**config.mk**
```make
export PLATFORM = sky130hd
export DESIGN_NAME = memory_access_flat
export DESIGN_NICKNAME = d
export VERILOG_FILES = /design/src/rtl/memory_access_if.sv /design/src/rtl/memory_access.sv /design/src/flat_wrapper.sv
export SDC_FILE = /design/constraint.sdc
export NUM_CORES = 1
export LEC_CHECK = 0
export CAP_MARGIN = 40
export CORE_UTILIZATION = 30
export DETAILED_ROUTE_END_ITERATION = 8
export PLACE_DENSITY = 0.66
export SLEW_MARGIN = 0
export SYNTH_ARGS = -nofsm -noshare
export SYNTH_HDL_FRONTEND = slang
export SYNTH_SLANG_ARGS = --single-unit
```
**constraint.sdc**
```tcl
create_clock -name clk -period 2.6 [get_ports clk]
set_clock_uncertainty 0.15 [all_clocks]
set_input_delay 0.39 -clock clk [delete_from_list [all_inputs] [get_ports clk]]
set_output_delay 0.39 -clock clk [all_outputs]
set_load 0.005 [all_outputs]
```
**src/rtl/memory_access_if.sv**
```systemverilog
// Data-memory bus between the LEGv8 memory-access stage (master) and a
// variable-latency data memory (slave), using a req/ack handshake.
interface memory_access_if #(
    parameter int N = 64
);
    logic         dm_req;
    logic         dm_we;
    logic [N-1:0] dm_addr;
    logic [N-1:0] dm_wdata;
    logic         dm_ack;
    logic [N-1:0] dm_rdata;

    modport master (
        output dm_req,
        output dm_we,
        output dm_addr,
        output dm_wdata,
        input  dm_ack,
        input  dm_rdata
    );

    modport slave (
        input  dm_req,
        input  dm_we,
        input  dm_addr,
        input  dm_wdata,
        output dm_ack,
        output dm_rdata
    );
endinterface

```
**src/rtl/memory_access.sv**
```systemverilog
// LEGv8 memory-access stage: runs loads/stores over a req/ack bus, stalls
// upstream while an access is outstanding, and resolves the branch select.
module memory_access #(
    parameter int N       = 64,
    parameter int TIMEOUT = 16
) (
    input  logic                 clk,
    input  logic                 reset,
    input  logic                 memRead_M,
    input  logic                 memWrite_M,
    input  logic                 branch_M,
    input  logic                 zero_M,
    input  logic [N-1:0]         aluResult_M,
    input  logic [N-1:0]         writeData_M,
    memory_access_if.master      dm,
    output logic [N-1:0]         readData_M,
    output logic                 PCSrc_M,
    output logic                 stall_M,
    output logic                 misaligned_M,
    output logic                 memError_M
);
    localparam int              CW       = $clog2(TIMEOUT + 1);
    localparam logic [CW-1:0]   CNT_LAST = CW'(TIMEOUT - 1);
    localparam logic [CW-1:0]   CNT_MAX  = CW'(TIMEOUT);
    localparam logic [CW-1:0]   CNT_ONE  = CW'(1);

    typedef enum logic [1:0] {
        ST_IDLE = 2'd0,
        ST_WAIT = 2'd1,
        ST_DONE = 2'd2
    } state_t;

    state_t         state_r;
    logic           req_r;
    logic           we_r;
    logic [N-1:0]   addr_r;
    logic [N-1:0]   wdata_r;
    logic [N-1:0]   rdata_r;
    logic           err_r;
    logic [CW-1:0]  cnt_r;

    logic           op_s;
    logic           issue_s;
    logic           stall_s;
    logic           mis_s;

    // Doublewords must sit on an 8-byte boundary.
    function automatic logic is_misaligned(input logic [N-1:0] addr);
        return (addr[2:0] != 3'b000);
    endfunction

    assign op_s    = memRead_M | memWrite_M;
    assign issue_s = op_s & ~is_misaligned(aluResult_M);

    // Stall and misalignment flags decoded from state and the incoming op.
    always_comb begin
        stall_s = 1'b0;
        mis_s   = 1'b0;
        case (state_r)
            ST_IDLE: begin
                if (op_s) begin
                    mis_s   = is_misaligned(aluResult_M);
                    stall_s = ~is_misaligned(aluResult_M);
                end else begin
                    mis_s   = 1'b0;
                    stall_s = 1'b0;
                end
            end
            ST_WAIT: stall_s = 1'b1;
            ST_DONE: stall_s = 1'b0;
            default: stall_s = 1'b0;
        endcase
    end

    // Access FSM: latch the op in IDLE, wait for ack or timeout, settle in DONE.
    always_ff @(posedge clk or negedge reset) begin
        if (!reset) begin
            state_r <= ST_IDLE;
            req_r   <= 1'b0;
            we_r    <= 1'b0;
            addr_r  <= '0;
            wdata_r <= '0;
            rdata_r <= '0;
            err_r   <= 1'b0;
            cnt_r   <= '0;
        end else begin
            err_r <= 1'b0;
            case (state_r)
                ST_IDLE: begin
                    if (issue_s) begin
                        addr_r  <= aluResult_M;
                        wdata_r <= writeData_M;
                        we_r    <= memWrite_M;
                        cnt_r   <= '0;
                        req_r   <= 1'b1;
                        state_r <= ST_WAIT;
                    end else begin
                        req_r   <= 1'b0;
                        state_r <= ST_IDLE;
                    end
                end
                ST_WAIT: begin
                    // An ack in the last allowed cycle wins over the timeout.
                    if (dm.dm_ack) begin
                        if (!we_r) begin
                            rdata_r <= dm.dm_rdata;
                        end else begin
                            rdata_r <= rdata_r;
                        end
                        req_r   <= 1'b0;
                        state_r <= ST_DONE;
                    end else if (cnt_r == CNT_LAST) begin
                        if (!we_r) begin
                            rdata_r <= '0;
                        end else begin
                            rdata_r <= rdata_r;
                        end
                        err_r   <= 1'b1;
                        req_r   <= 1'b0;
                        state_r <= ST_DONE;
                    end else begin
                        if (cnt_r != CNT_MAX) begin
                            cnt_r <= cnt_r + CNT_ONE;
                        end else begin
                            cnt_r <= cnt_r;
                        end
                        state_r <= ST_WAIT;
                    end
                end
                // The completing instruction is still on the inputs here; never re-issue it.
                ST_DONE: begin
                    req_r   <= 1'b0;
                    state_r <= ST_IDLE;
                end
                default: begin
                    req_r   <= 1'b0;
                    state_r <= ST_IDLE;
                end
            endcase
        end
    end

    assign dm.dm_req    = req_r;
    assign dm.dm_we     = we_r;
    assign dm.dm_addr   = addr_r;
    assign dm.dm_wdata  = wdata_r;

    assign readData_M   = rdata_r;
    assign memError_M   = err_r;
    assign stall_M      = stall_s;
    assign misaligned_M = mis_s;
    assign PCSrc_M      = branch_M & zero_M;

endmodule

```
**src/flat_wrapper.sv**
```systemverilog
// flat-port wrapper written by rule: the top's interface ports become plain ports
module memory_access_flat 
#(
    parameter int N       = 64,
    parameter int TIMEOUT = 16
)
  (clk, reset, memRead_M, memWrite_M, branch_M, zero_M, aluResult_M, writeData_M, readData_M, PCSrc_M, stall_M, misaligned_M, memError_M, dm_dm_req, dm_dm_we, dm_dm_addr, dm_dm_wdata, dm_dm_ack, dm_dm_rdata);
  memory_access_if #(.N(N)) dm_i ();
  input  logic clk;
  input  logic reset;
  input  logic memRead_M;
  input  logic memWrite_M;
  input  logic branch_M;
  input  logic zero_M;
  input  logic [N-1:0] aluResult_M;
  input  logic [N-1:0] writeData_M;
  output logic [N-1:0] readData_M;
  output logic PCSrc_M;
  output logic stall_M;
  output logic misaligned_M;
  output logic memError_M;
  output wire logic [$bits(dm_i.dm_req)-1:0] dm_dm_req;
  output wire logic [$bits(dm_i.dm_we)-1:0] dm_dm_we;
  output wire logic [$bits(dm_i.dm_addr)-1:0] dm_dm_addr;
  output wire logic [$bits(dm_i.dm_wdata)-1:0] dm_dm_wdata;
  input wire logic [$bits(dm_i.dm_ack)-1:0] dm_dm_ack;
  input wire logic [$bits(dm_i.dm_rdata)-1:0] dm_dm_rdata;
  assign dm_dm_req = dm_i.dm_req;
  assign dm_dm_we = dm_i.dm_we;
  assign dm_dm_addr = dm_i.dm_addr;
  assign dm_dm_wdata = dm_i.dm_wdata;
  assign dm_i.dm_ack = dm_dm_ack;
  assign dm_i.dm_rdata = dm_dm_rdata;
  memory_access #(.N(N), .TIMEOUT(TIMEOUT)) u_core (.clk(clk), .reset(reset), .memRead_M(memRead_M), .memWrite_M(memWrite_M), .branch_M(branch_M), .zero_M(zero_M), .aluResult_M(aluResult_M), .writeData_M(writeData_M), .dm(dm_i), .readData_M(readData_M), .PCSrc_M(PCSrc_M), .stall_M(stall_M), .misaligned_M(misaligned_M), .memError_M(memError_M));
endmodule
```
==> After elaboration in Yosys (flattened, before gate mapping) <==
Cells that the tools add are included.
{ "word_totals": {"register_bits": 202, "input_bits": 199, "output_inout_bits": 198, "wordCells": 53} }
{ "classes": {"add_sub_neg": 1, "eq_ne": 8, "n_mux": 24, "n_bitwise": 5, "n_reduce_logical": 7} }
{ "op_table": {"columns": ["operator", "count"], "rows": [
  ["$mux W64", 4],
  ["$mux W5", 4],
  ["$mux W1", 10],
  ["$pmux W5 S2", 1],
  ["$add A5 B1 Y5 const B", 1],
  ["$eq A5 B4 Y1 const B", 1],
  ["$ne A5 B5 Y1 const B", 1],
  ["$reduce_and A5 Y1", 1],
  ["$mux W2", 2],
  ["$ne A2 B1 Y1 const B", 2],
  ["$ne A2 B2 Y1 const B", 2],
  ["$pmux W1 S2", 2],
  ["$pmux W2 S2", 1],
  ["$reduce_bool A2 Y1", 2],
  ["$ne A3 B2 Y1 const B", 1],
  ["$reduce_and A3 Y1", 1],
  ["$reduce_bool A3 Y1", 1],
  ["$and A1 B1 Y1", 2],
  ["$eq A2 B1 Y1 const B", 1],
  ["$logic_not A2 Y1", 1],
  ["$not A1 Y1", 2],
  ["$reduce_and A2 Y1", 1],
  ["$or A1 B1 Y1", 1]
]} }

==> Longest topological paths before layout <==
{ "logic_depth": {"depth_word": 5, "depth_mapped": 9, "depth_no_buf": 7} }

==> Worst setup path after synthesis <==
No wires, ideal clock.
{ "synth_path": {"kind": "reg2reg", "startpoint": "register u_core.cnt_r[0]", "endpoint": "register u_core.cnt_r[3]", "setup_time_ns": 0.066, "t_arrival_ns": 2.167, "t_required_ns": 2.384, "setup_slack_ns": 0.217, "path_stages_with_launch": 8, "path_buffers": 1, "period_less_slack_ns": 2.383, "path_cell_list": "dfrtp_1 -> ha_1 -> and3_1 -> ha_1 -> or4_4 -> buf_6 -> or4b_1 -> nand2_1"} }
{ "synth_between": {"elab_chain_cells": 5, "word_cells_on_any_way": 10, "classes_between": "1 x add/sub; 4 x eq/ne; 4 x mux; 1 x reduce/logical"} }
{ "synth_lines": {"columns": ["item", "line", "text"], "rows": [
  ["from (decl)", "memory_access.sv:40", "logic [CW-1:0] cnt_r;"],
  ["from (signal assigned)", "memory_access.sv:123", "cnt_r <= cnt_r + CNT_ONE;"],
  ["from (signal assigned)", "memory_access.sv:125", "cnt_r <= cnt_r;"],
  ["$add A5 B1 Y5", "memory_access.sv:123", null],
  ["$mux W5", "memory_access.sv:122", "if (cnt_r != CNT_MAX) begin"],
  ["$mux W5", "memory_access.sv:112", "end else if (cnt_r == CNT_LAST) begin"],
  ["$mux W5", "memory_access.sv:104", "if (dm.dm_ack) begin"],
  ["$pmux W5 S2", "memory_access.sv:88", "case (state_r)"]
]} }
Several ways; a longest one is shown, not always the timed one. The select of a mux whose other input is x is not followed.
A chain may end at the register's enable or synchronous reset.

==> Worst setup path after layout <==
Same ends and word-level chain as after synthesis.

==> results.cfg <==
[sta]
max_freq_mhz = 412.1
fin_crit_sh = 0.9333
hold_viol = 0
rsz0062_at_grt = no
worst_pin_slew_ps = 641.6
whs_ps = 36.15
setup_violations = 0
period_needed_ps = 2427
relSlewSlack = 0.5722
slew_violations = 0

[drt]
totalWireLength_um = 22230
drt-pass1-iter-count = 4
vias = 6041
drtIter0Drc = 236
drc_errors = 0
vias_per_cell = 4.478
postRouteAntennaNets = 0
wl_per_cell_um = 16.48

[worst_hold_path]
whs_endpoint = u_core.state_r[0]
holdPathStages = 2
hp-start = dm_dm_ack
hp-class = in2reg

[synth]
async_flop_share = 1.000
synth_edf_count = 0
syn_area_um2 = 7745
synth_seq_area_share = 0.6527
synth_warnings = 0
synth_flop_cell = dfrtp_1
avgSynthCellArea_um2 = 12.91
synthesis.nets = 803
syn-instance-count = 600
synth-seq-cells = 202
synth.distinct_cells = 31

[global_route]
grt_pass1_wl_um = 34450
grt_usage = 0.1651
overflow = 0
grt_pass1_vias = 6208
grt_max_degree = 64
antenna_found_initial = 0

[final_layout]
fillerInstances = 2212
final_core_util = 0.5129
layout_commonest_cell = clkdlybuf4s50_1
fin_area_um2 = 12950
area.growth.synth_to_final_pct = 67.25
layout_common_cells = clkdlybuf4s50_1 (393), dfrtp_1 (202), nand2_1 (131)
fin_nets = 1206
drive_above_1_share = 0.06673
diodes = 0

[die]
num_rows = 58
num_io_pins = 397
die_y_um = 162.7
coreArea_um2 = 25250
die_x_um = 162.7
initial_utilization = 0.3067
dieArea_um2 = 26460

[worst_setup_path]
r2r-end = u_core.cnt_r[3]
crit_chain = ha_1 -> and3_1 -> ha_1 -> or4_4 -> or4b_1 -> nand2_1
worstReg2RegStart = u_core.cnt_r[0]
max_stage_delay_ps = 560
reg2reg_setup_slack_ps = 170
path_class = reg2reg
arrival_ps = 2710
worstPathRequired_ps = 2880
path_max_fanout = 7
crit_path_end_kind = register
r2r_cells = 6
path_common_cell = ha_1
worstSetupStartpointType = register
slowest_stage = or4_4

[placed_design]
io_buffers = 396
dp_hpwl_um = 16350
gp_congestion = 0.7397
place_area_um2 = 12160

[clocking]
htreeDepth = 1
clk_pin_slew_ps = 60
insertion_delay_ps = 500
cts-buffers-inserted = 23
clock-sinks = 202
cts_tree = built
clockBufferDepth = 3
cts-root-buf = clkbuf_16

[pwr]
peakVddDrop_mv = 0.4900
power.density_nw_per_um2 = 815.1
leakagePower_nw = 5.763

[status]
status = finished, final reports clean

[flow_run]
maxCapViolCount = 0
report_power, final:
part / total, mW / internal, mW / switching, mW
Clock: 3.23 / 1.95 / 1.27
Combinational: 2.95 / 2.01 / 0.946
Sequential: 4.38 / 3.96 / 0.421
stage by stage:
step | setup WS [ps] | power, mW | std cells | TNS (ps)
after floorplan | 217.0 | 5.134 | 600 | 0
after global placement | -161.8 | 7.363 | 1306 | -13490
after detailed placement | -173.7 | 7.428 | 1306 | -13410
after CTS | 94.21 | 10.73 | 1348 | 0
after global routing | 75.54 | 11.17 | 1349 | 0
final | 173.3 | 10.56 | 1349 | 0
registers in the layout (all words and copies together) (netlist names):
signal,flops
u_core.dm.dm_we,1
u_core.readData_M,64
u_core.state_r,2
u_core.cnt_r,5
u_core.dm.dm_req,1
u_core.dm.dm_addr,64
u_core.dm.dm_wdata,64
u_core.memError_M,1
critical path, delay by kind of cell (launching register included):
kind                     cells  cell delay (ps)
adder cells (fa/ha/maj)      2              430
flip-flops                   1              420
AND/OR/NAND/NOR              4             1370
synthesized netlist by cell type (2+ instances only):
master,n,area [um^2]
inv_1,4,15.01
and2_1,4,25.02
ha_1,4,50.05
clkbuf_1,22,82.58
nor3b_1,2,15.01
or4b_1,2,20.02
buf_6,2,22.52
dfrtp_1,202,5055
mux2_2,4,45.04
nand3_1,66,330.3
nor2_1,4,15.01
mux2_1,123,1385
buf_2,13,65.06
nand2_1,131,491.7
cells by family after synthesis:
group	share of synthesized area
simple gates	0.1247
flops	0.6527
mux	0.1859
buf+inv	0.02439
compound gates	0.005817
fa+ha+maj	0.006462
routing by layer:
layer / up-vias / share of wire / track usage
li1: 2838 / - / -
met1: 2898 / 0.39 / 0.1952
met2: 268 / 0.49 / 0.2813
met3: 37 / 0.10 / 0.05755
met4: 0 / 0.024 / 0.04928
met5: - / 0 / 0
worst max path at each step:
stage,start,to,cells after the start
after floorplan,u_core.cnt_r[0],u_core.cnt_r[3],7
after global placement,aluResult_M[2],u_core.dm.dm_addr[57],6
after detailed placement,aluResult_M[2],u_core.dm.dm_addr[57],6
after CTS,u_core.cnt_r[0],u_core.readData_M[25],8
after global routing,u_core.cnt_r[0],u_core.cnt_r[3],6
final,u_core.cnt_r[0],u_core.cnt_r[3],6
repair_timing:
action | in CTS | in global routing
setup buffers | 0 | 1
hold buffers | 1 | 0
hold endpoints to repair | 52 | 0
endpoints found under the setup margin | 1 | 1
cloned | 0 | 0
pin swaps | 0 | 1
resized for setup | 2 | 0
layout make-up:
class / count / area (um^2) / area share
Clock buffer: 34 / 696.9 / 0.05380
Timing Repair Buffer: 416 / 4189 / 0.3234
Tap cell: 330 / 412.9 / 0.03187
Clock inverter: 7 / 67.56 / 0.005216
Inverter: 4 / 15.01 / 0.001159
Multi-Input combinational cell: 356 / 2517 / 0.1943
Sequential cell: 202 / 5055 / 0.3902
Power figures use the tool's default switching activity.
